==> config.mk <==
export PLATFORM = sky130hd
export DESIGN_NAME = lut_multiplier_seq_flat
export DESIGN_NICKNAME = d
export VERILOG_FILES = /design/src/rtl/lut_multiplier_seq_pkg.sv /design/src/rtl/lut_multiplier_seq_if.sv /design/src/rtl/lut_multiple_table.sv /design/src/rtl/lut_multiplier_seq.sv /design/src/flat_wrapper.sv
export SDC_FILE = /design/constraint.sdc
export NUM_CORES = 1
export LEC_CHECK = 0
export ABC_AREA = 0
export BUFFER_PORTS_ARGS = -buffer_cell sky130_fd_sc_hd__buf_2
export CAP_MARGIN = 30
export CELL_PAD_IN_SITES_DETAIL_PLACEMENT = 1
export CELL_PAD_IN_SITES_GLOBAL_PLACEMENT = 1
export CORE_ASPECT_RATIO = 0.8
export CORE_MARGIN = 1
export CORE_UTILIZATION = 50
export DETAILED_ROUTE_END_ITERATION = 10
export GPL_TIMING_DRIVEN = 0
export PLACE_DENSITY = 0.88
export SLEW_MARGIN = 30
export SYNTH_ARGS = -nofsm -noshare
export SYNTH_HDL_FRONTEND = slang
export SYNTH_SLANG_ARGS = --single-unit
==> constraint.sdc <==
create_clock -name clk -period 12.8 [get_ports clk]
set_input_delay 2.56 -clock clk [delete_from_list [all_inputs] [get_ports clk]]
set_output_delay 2.56 -clock clk [all_outputs]
set_load 0.01 [all_outputs]
==> src/rtl/lut_multiplier_seq_pkg.sv <==
// Shared definitions for the sequential LUT multiplier: FSM encoding and width helpers.
package lut_multiplier_seq_pkg;

    // Largest B slice consumed per cycle; the LUT grows as 2^DIGIT.
    localparam int unsigned LutMulMaxDigit = 4;

    typedef enum logic [1:0] {
        StIdle = 2'd0,
        StRun  = 2'd1,
        StDone = 2'd2
    } lut_mul_state_e;

    // Product width: the full unsigned product never needs more than WIDTH_A + WIDTH_B bits.
    function automatic int unsigned lut_mul_nwidth(input int unsigned width_a,
                                                   input int unsigned width_b);
        return width_a + width_b;
    endfunction

endpackage

==> src/rtl/lut_multiplier_seq_if.sv <==
// Start/ready/done handshake bundle between a requesting datapath and the multiplier.
interface lut_multiplier_seq_if
    import lut_multiplier_seq_pkg::*;
#(
    parameter int unsigned WIDTH_A = 32,
    parameter int unsigned WIDTH_B = 32
);
    localparam int unsigned WidthM = lut_mul_nwidth(WIDTH_A, WIDTH_B);

    logic               start;
    logic [WIDTH_A-1:0] A;
    logic [WIDTH_B-1:0] B;
    logic               ready;
    logic               done;
    logic [WidthM-1:0]  M;

    // Requester side.
    modport master (
        output start,
        output A,
        output B,
        input  ready,
        input  done,
        input  M
    );

    // Multiplier side.
    modport slave (
        input  start,
        input  A,
        input  B,
        output ready,
        output done,
        output M
    );

endinterface

==> src/rtl/lut_multiple_table.sv <==
// Combinational table of the multiples a_reg * k, k = 0 .. 2^DIGIT-1, selected by index.
module lut_multiple_table #(
    parameter int unsigned WIDTH_A = 32,
    parameter int unsigned DIGIT   = 4
) (
    input  logic [WIDTH_A-1:0]       a_reg,
    input  logic [DIGIT-1:0]         index,
    output logic [WIDTH_A+DIGIT-1:0] multiple
);
    localparam int unsigned WidthT  = WIDTH_A + DIGIT;
    localparam int unsigned Entries = 1 << DIGIT;

    logic [WidthT-1:0] lut [Entries];

    // Multiple of a for a constant k, summed from the shifted copies of a picked by the bits of k.
    function automatic logic [WidthT-1:0] shift_add_multiple(input logic [WIDTH_A-1:0] a,
                                                             input int unsigned k);
        logic [WidthT-1:0] sum;
        sum = '0;
        for (int j = 0; j < DIGIT; j++) begin
            if (k[j]) begin
                sum = sum + (WidthT'(a) << j);
            end
        end
        return sum;
    endfunction

    for (genvar k = 0; k < Entries; k++) begin : gen_entry
        assign lut[k] = shift_add_multiple(a_reg, k);
    end

    assign multiple = lut[index];

endmodule

==> src/rtl/lut_multiplier_seq.sv <==
// Multi-cycle unsigned multiplier: consumes B one DIGIT-bit slice per clock, MSB slice first,
// adding the LUT multiple of A selected by each slice into a left-shifting accumulator.
module lut_multiplier_seq
    import lut_multiplier_seq_pkg::*;
#(
    parameter int unsigned WIDTH_A = 32,
    parameter int unsigned WIDTH_B = 32,
    parameter int unsigned DIGIT   = 4
) (
    input  logic                clk,
    input  logic                reset,
    lut_multiplier_seq_if.slave bus
);
    localparam int unsigned WidthM = lut_mul_nwidth(WIDTH_A, WIDTH_B);
    localparam int unsigned WidthT = WIDTH_A + DIGIT;
    localparam int unsigned Ndig   = WIDTH_B / DIGIT;
    localparam int unsigned CntW   = (Ndig > 1) ? $clog2(Ndig) : 1;

    localparam logic [CntW-1:0] CntLast = CntW'(Ndig - 1);
    localparam logic [CntW-1:0] CntOne  = CntW'(1);

    lut_mul_state_e     state_q;
    logic [WIDTH_A-1:0] a_q;
    logic [WIDTH_B-1:0] b_q;
    logic [WidthM-1:0]  acc_q;
    logic [CntW-1:0]    cnt_q;
    logic [WidthM-1:0]  m_q;
    logic               done_q;
    logic               ready_q;

    logic [DIGIT-1:0]   digit_idx;
    logic [WidthT-1:0]  multiple;
    logic [WidthM-1:0]  acc_step;

    // The slice currently at the top of the shifting B register selects the LUT entry.
    assign digit_idx = b_q[WIDTH_B-1 -: DIGIT];

    lut_multiple_table #(
        .WIDTH_A(WIDTH_A),
        .DIGIT  (DIGIT)
    ) u_table (
        .a_reg   (a_q),
        .index   (digit_idx),
        .multiple(multiple)
    );

    // One radix-2^DIGIT Horner step: shift the running sum and add the selected multiple.
    always_comb begin
        acc_step = (acc_q << DIGIT) + WidthM'(multiple);
    end

    // Control FSM with operand/accumulator registers and registered handshake outputs.
    always_ff @(posedge clk or negedge reset) begin
        if (!reset) begin
            state_q <= StIdle;
            a_q     <= '0;
            b_q     <= '0;
            acc_q   <= '0;
            cnt_q   <= '0;
            m_q     <= '0;
            done_q  <= 1'b0;
            ready_q <= 1'b1;
        end else begin
            done_q <= 1'b0;
            unique case (state_q)
                // DONE accepts a new start exactly like IDLE, giving back-to-back issue.
                StIdle, StDone: begin
                    if (bus.start) begin
                        a_q     <= bus.A;
                        b_q     <= bus.B;
                        acc_q   <= '0;
                        cnt_q   <= CntLast;
                        ready_q <= 1'b0;
                        state_q <= StRun;
                    end else begin
                        ready_q <= 1'b1;
                        state_q <= StIdle;
                    end
                end
                StRun: begin
                    acc_q <= acc_step;
                    b_q   <= b_q << DIGIT;
                    cnt_q <= cnt_q - CntOne;
                    if (cnt_q == '0) begin
                        m_q     <= acc_step;
                        done_q  <= 1'b1;
                        ready_q <= 1'b1;
                        state_q <= StDone;
                    end
                end
                default: begin
                    ready_q <= 1'b1;
                    state_q <= StIdle;
                end
            endcase
        end
    end

    assign bus.ready = ready_q;
    assign bus.done  = done_q;
    assign bus.M     = m_q;

endmodule

==> src/flat_wrapper.sv <==
// flat-port wrapper written by rule: the top's interface ports become plain ports
module lut_multiplier_seq_flat import lut_multiplier_seq_pkg::*;
#(
    parameter int unsigned WIDTH_A = 32,
    parameter int unsigned WIDTH_B = 32,
    parameter int unsigned DIGIT   = 4
)
  (clk, reset, bus_start, bus_A, bus_B, bus_ready, bus_done, bus_M);
  lut_multiplier_seq_if #(.WIDTH_A(WIDTH_A), .WIDTH_B(WIDTH_B)) bus_i ();
  input  logic clk;
  input  logic reset;
  input wire logic [$bits(bus_i.start)-1:0] bus_start;
  input wire logic [$bits(bus_i.A)-1:0] bus_A;
  input wire logic [$bits(bus_i.B)-1:0] bus_B;
  output wire logic [$bits(bus_i.ready)-1:0] bus_ready;
  output wire logic [$bits(bus_i.done)-1:0] bus_done;
  output wire logic [$bits(bus_i.M)-1:0] bus_M;
  assign bus_i.start = bus_start;
  assign bus_i.A = bus_A;
  assign bus_i.B = bus_B;
  assign bus_ready = bus_i.ready;
  assign bus_done = bus_i.done;
  assign bus_M = bus_i.M;
  lut_multiplier_seq #(.WIDTH_A(WIDTH_A), .WIDTH_B(WIDTH_B), .DIGIT(DIGIT)) u_core (.clk(clk), .reset(reset), .bus(bus_i));
endmodule
# After elaboration in Yosys (flattened, before gate mapping)

Index checks and enable logic that the tools add are counted.
Widths: inputs -> output; s select.

Register bits: 195
Input bits: 67
Output and inout bits: 66
Word-level logic and storage cells: 51

Add/sub/neg operators: 13
Magnitude comparators: 1
Eq/ne operators: 4
Mux-type cells: 17
Bitwise operators: 1
Reductions and logical operators: 7

Operator list:

| kind                | number |
|---|---|
| $add 36x35->36      | 4 |
| $bmux 36 s4         | 1 |
| $pmux 60 s2         | 1 |
| $mux 36             | 2 |
| $add 64x36->64      | 1 |
| $pmux 32 s2         | 1 |
| $mux 60             | 1 |
| $add 32x35->36      | 1 |
| $add 33x35->36      | 1 |
| $add 34x35->36      | 1 |
| $add 32x34->35      | 1 |
| $add 33x34->35      | 1 |
| $add 34x34->35      | 1 |
| $add 32x33->34      | 1 |
| $mux 32             | 1 |
| $pmux 3 s2          | 1 |
| $reduce_and 2->1    | 3 |
| $ge 5x5->1 const B  | 1 |
| $mux 1              | 5 |
| $not 4->5           | 1 |
| $pmux 2 s2          | 1 |
| $logic_not 3->1     | 1 |
| $mux 3              | 1 |
| $sub 3x1->3 const B | 1 |
| 9 further kinds     | 9 |

# Logic depth before layout (Yosys ltp)

Depth in word-level cells: 8
Gate-level depth with buffers: 39
Gate-level depth less buffers: 39

# Hierarchy

A second synthesis with hierarchy kept.

Cells, all modules: 3341
Area total of the unflattened synthesis: 25399.4 um^2

Modules (own cells, without submodules):

| module             | instances | cells each | area each (um^2) | seq. area each (um^2) |
|---|---|---|---|---|
| lut_multiple_table | 1         | 2316       | 15698.8          | 0.0 |
| lut_multiplier_seq | 1         | 1025       | 9700.6           | 4880.9 |

# Worst setup path after synthesis

OpenSTA, ideal clock, no wires.

Kind: reg2reg
From: register u_core.a_q[1]
To: register u_core.acc_q[46]
Data arrival time: 8.380 ns
Required time: 12.667 ns
Path slack: 4.287 ns
Stages on the path, launching flop included: 37
Buffers on the path: 2
Path through: dfrtp_1 -> inv_1 -> fa_1 -> nand2b_1 -> a211oi_1 -> o41ai_4 -> o21ba_2 -> xnor2_1 -> ha_1 -> and3_1 -> a31oi_1 -> and3_1 -> a22oi_2 -> a21o_1 -> a21oi_1 -> xnor2_1 -> ha_1 -> clkbuf_1 -> a21oi_1 -> o21ai_0 -> nand4b_1 -> a31o_2 -> a21oi_1 -> xnor2_1 -> mux4_2 -> a211o_1 -> ha_1 -> clkbuf_1 -> nand4_1 -> o31ai_1 -> a21oi_1 -> o21ai_0 -> a21oi_1 -> o31ai_2 -> nand4_1 -> xor2_1 -> o21ai_0

Word-level cells in the longest chain between the ends: 8

Ends and longest elaborated chain:

| item                                            | RTL line                 | source |
|---|---|---|
| start, declared                                 | lut_multiplier_seq.sv:23 | `logic [WIDTH_A-1:0] a_q;` |
| start signal, assigned                          | lut_multiplier_seq.sv:69 | `a_q <= bus.A;` |
| $add 32x33->34                                  | lut_multiple_table.sv:22 | `sum = sum + (WidthT'(a) << j);` |
| $add 34x34->35                                  | lut_multiple_table.sv:22 |  |
| $add 36x35->36                                  | lut_multiple_table.sv:22 |  |
| $bmux 36 s4 (*)                                 | lut_multiple_table.sv:32 | `assign multiple = lut[index];` |
| $mux 36 (not written as such) (*) (2 in series) | lut_multiple_table.sv:32 |  |
| $add 64x36->64 (*)                              | lut_multiplier_seq.sv:49 | `acc_step = (acc_q << DIGIT) + WidthM'(multiple);` |
| $pmux 60 s2 (*)                                 | lut_multiplier_seq.sv:65 | `unique case (state_q)` |
| end signal, assigned                            | lut_multiplier_seq.sv:81 | `acc_q <= acc_step;` |
| end, declared                                   | lut_multiplier_seq.sv:25 | `logic [WidthM-1:0] acc_q;` |

Mark *: on every way between the ends. The rest lies on a longest branch, timed or not. The select of a mux whose other input is x is not followed.
A chain may end at the register's enable or synchronous reset.

# Final worst setup path

From: register u_core.a_q[1]
To: register u_core.m_q[57] (netlist: u_core.bus.M[57])

Word-level cells in the longest chain between the ends: 7

Ends and longest elaborated chain:

| item                                            | RTL line                 | source |
|---|---|---|
| $add 32x33->34                                  | lut_multiple_table.sv:22 |  |
| $add 34x34->35                                  | lut_multiple_table.sv:22 |  |
| $add 36x35->36                                  | lut_multiple_table.sv:22 |  |
| $bmux 36 s4 (*)                                 | lut_multiple_table.sv:32 |  |
| $mux 36 (not written as such) (*) (2 in series) | lut_multiple_table.sv:32 |  |
| $add 64x36->64 (*)                              | lut_multiplier_seq.sv:49 |  |
| end signal, assigned                            | lut_multiplier_seq.sv:85 | `m_q <= acc_step;` |
| end, declared                                   | lut_multiplier_seq.sv:27 | `logic [WidthM-1:0] m_q;` |

Marks and branches as above.

==> results.yml <==
final_layout:
  drive_above_1_share_pct: 8.58
  fin_area_um2: 26900
  fillers: 6121
  area_delta_synth_final_pct: 8.90
  layout_common_cells: "461 x nand2_1, 300 x a21oi_1, 255 x ha_1"
  layout.nets: 3651
  final_common_cell: "nand2_1"
global_routing:
  grt.total_usage_pct: 47.1
  gr-usage-met2_pct: 71.2
  antenna_found_initial: 4
  grt_pass1_wl_mm: 179
  grt.busiest_layer: "met2"
  use_met1_pct: 60.7
  grt-ovfl-total: 0
  grt_max_degree: 90
  grt_use_met3_pct: 13.9
  grt_pass1_vias: 28600
cts:
  numCtsBuffers: 17
  cts.reportedPaths.clkPinSlew_ps: 90
  clock_latency_ps: 520
  numClockSinks: 195
  cts_max_path_buffers: 2
  cts_tree: "built"
  htreeDepth: 4
  ctsRootBufferMaster: "clkbuf_16"
synthesis:
  netlist_area_um2: 24700
  async_flop_share_pct: 100
  syn_avg_cell_area_um2: 7.79
  yosysSeqAreaShare_pct: 19.8
  ys_seq_elements: 195
  synth.distinct_cells: 88
  synth_area_leader_cell: "dfrtp_1"
  yosysWarnings: 0
  synth_area_leaders: "dfrtp_1 20%, ha_1 13%, nand2_1 7.0%, a21oi_1 6.1%, xnor2_1 5.3%"
  synth_edf_count: 0
  synth_top_area_share_pct: 19.7
  syn_inst: 3167
  syn_nets: 3497
  ys.flop_type: "dfrtp_1"
sta:
  fmax_ghz: 0.0813
  fin_tns_setup_ps: 0
  hold_viol_final: 0
  period_needed_ps: 12300
  setup_slack_ps: 495
  clock_skew_ps: 23.0
  slew-limit-headroom_pct: 23.4
  worst_pin_slew_ps: 1150
  maxSlewViolCount: 0
  rsz0062_at_grt: "no"
  setup_violations: 0
  period_share_pct: 96.1
flow_run:
  drv_cap: 0
floorplanning:
  row_count: 72
  die_w_um: 250
  core-area_um2: 48600
  dieArea_um2: 50300
  start_util_pct: 50.8
  io_pins: 133
  die_y_um: 201
routing:
  routedWlPerCell_um: 30.4
  ant_nets: 0
  vias: 28400
  drcViolationCount: 0
  vias_per_cell: 7.17
  firstDrtPassIters: 7
  drt-total-wl_mm: 120
  first_iter_violations: 3669
worst_setup_path:
  path_buf_inv: 4
  ff2ff_path_depth: 36
  r2r_slack_ps: 500
  regToRegEndpoint: "u_core.bus.M[57]"
  cp.arrival_ps: 12680
  start_kind: "flip-flop"
  cp_slowest_cell: "dfrtp_1"
  reg2reg_from: "u_core.a_q[1]"
  path_delay_family: "compound AO/OA/AOI/OAI gates"
  worstSetupPathType: "flip-flop to flip-flop"
  crit_path_max_fanout: 13
  worstPathRequired_ps: 13180
  worst_setup_path_end_kind: "flip-flop"
  cp_slowest_stage_delay_ps: 760
worst_hold_path:
  hold_class: "flip-flop to flip-flop"
  min_to: "u_core.bus.M[5]"
  hp-start: "u_core.bus.M[5]"
  worstHoldPathCells: 2
placed_design:
  dp_hpwl_mm: 93.8
  numPortBuffers: 132
  post-place-ws_ps: 851
  gp_congestion: 1.08
  place_area_um2: 26200
status:
  run_status: "finished clean"
-- registers in the layout, summed over array words and instances (netlist names) --
signal            cells
u_core.bus.ready      1
u_core.acc_q         60
u_core.bus.M         64
u_core.b_q           32
u_core.cnt_q          3
u_core.a_q           32
u_core.bus.done       1
u_core.state_q        2
-- logic make-up (layout without fill, tap and decap cells) --
| logic type | after synthesis | after routing | synth area share [%] |
|---|---|---|---|
| fa+ha+maj | 263 | 263 | 13.6 |
| other cells | 0 | 2 | 0 |
| compound gates | 1134 | 1134 | 30.0 |
| simple gates | 995 | 995 | 18.2 |
| buf+inv | 252 | 419 | 3.89 |
| flops | 195 | 195 | 19.8 |
| mux | 86 | 86 | 5.89 |
| xor+xnor | 242 | 242 | 8.62 |
-- routing by layer --
metal  wire (µm)  vias up
li1            -    12100
met1       48700    14000
met2       51500     1847
met3       13300      491
met4        7050        4
met5          15        -
-- final cells by class --
type                    instances  area [µm²]  area share [%]
inverters                      98         368            1.37
well taps                     629         787            2.93
flip-flops and latches        195        4880            18.2
clock inverters                14         190           0.708
diodes                          2        5.00          0.0186
clock buffers                  18         439            1.63
multi-input cells            2720       18900            70.2
plain buffers                 154         601            2.23
repair buffers                135         733            2.73
-- cells in the mapped netlist (11+ instances only) --
cell / n
a31oi_1: 60
and3_1: 23
nand4_1: 45
nor2_1: 205
clkbuf_1: 131
a21o_1: 97
and2_1: 22
nand2_1: 461
nor4_1: 12
xnor2_1: 148
nor3_1: 38
or3_1: 14
xor2_1: 93
a21boi_0: 14
nand3_1: 67
o21ai_0: 238
mux2_2: 14
o21a_1: 41
nor2b_1: 42
a211o_1: 24
o21ai_1: 11
o21bai_1: 46
o211ai_1: 31
o31ai_1: 15
mux4_2: 46
mux2i_1: 26
o221ai_1: 12
ha_1: 255
a221oi_1: 13
a22o_1: 31
a221o_1: 12
nand2b_1: 36
buf_1: 16
dfrtp_1: 194
a21oi_1: 301
a211oi_1: 77
inv_1: 94
-- metrics by stage --
stage	hold slack, ps	cells	util (%)
CTS	490	3963	55.3
global route	508	3964	55.3
floorplan	445	3167	-
detailed placement	469	3931	54.0
finish	484	3965	55.3
global placement	454	3928	53.8
-- worst max-delay path by stage --
stage	endpoint	from	depth (start not counted)	slack, ps
finish	u_core.bus.M[57]	u_core.a_q[1]	36	500
global route	u_core.acc_q[57]	u_core.a_q[1]	33	190
CTS	u_core.bus.M[57]	u_core.a_q[1]	35	790
detailed placement	u_core.bus.M[46]	u_core.a_q[1]	34	850
global placement	u_core.bus.M[44]	u_core.a_q[1]	34	1470
floorplan	u_core.acc_q[46]	u_core.a_q[1]	36	4290
-- worst reg2reg max path, delay by kind of cell, from the launching register on --
family / cells / cell delay [ps]
and+or+nand+nor: 4 / 670
adders and majority gates: 4 / 1600
AOI/OAI and AO/OA: 19 / 5610
xor gates and xnor gates: 4 / 1410
DFF: 1 / 760
buffers and inverters: 4 / 1630
muxes: 1 / 490
-- what timing repair did --
item / in CTS / in global routing
setup endpoints to repair: 0 / 4
buffers inserted: 0 / 0
resized for setup: 0 / 1
hold buffers: 0 / 0
Power is left out: the tool's default activity adds up to more than one toggle a clock period on the data nets, which glitch-free logic cannot reach.
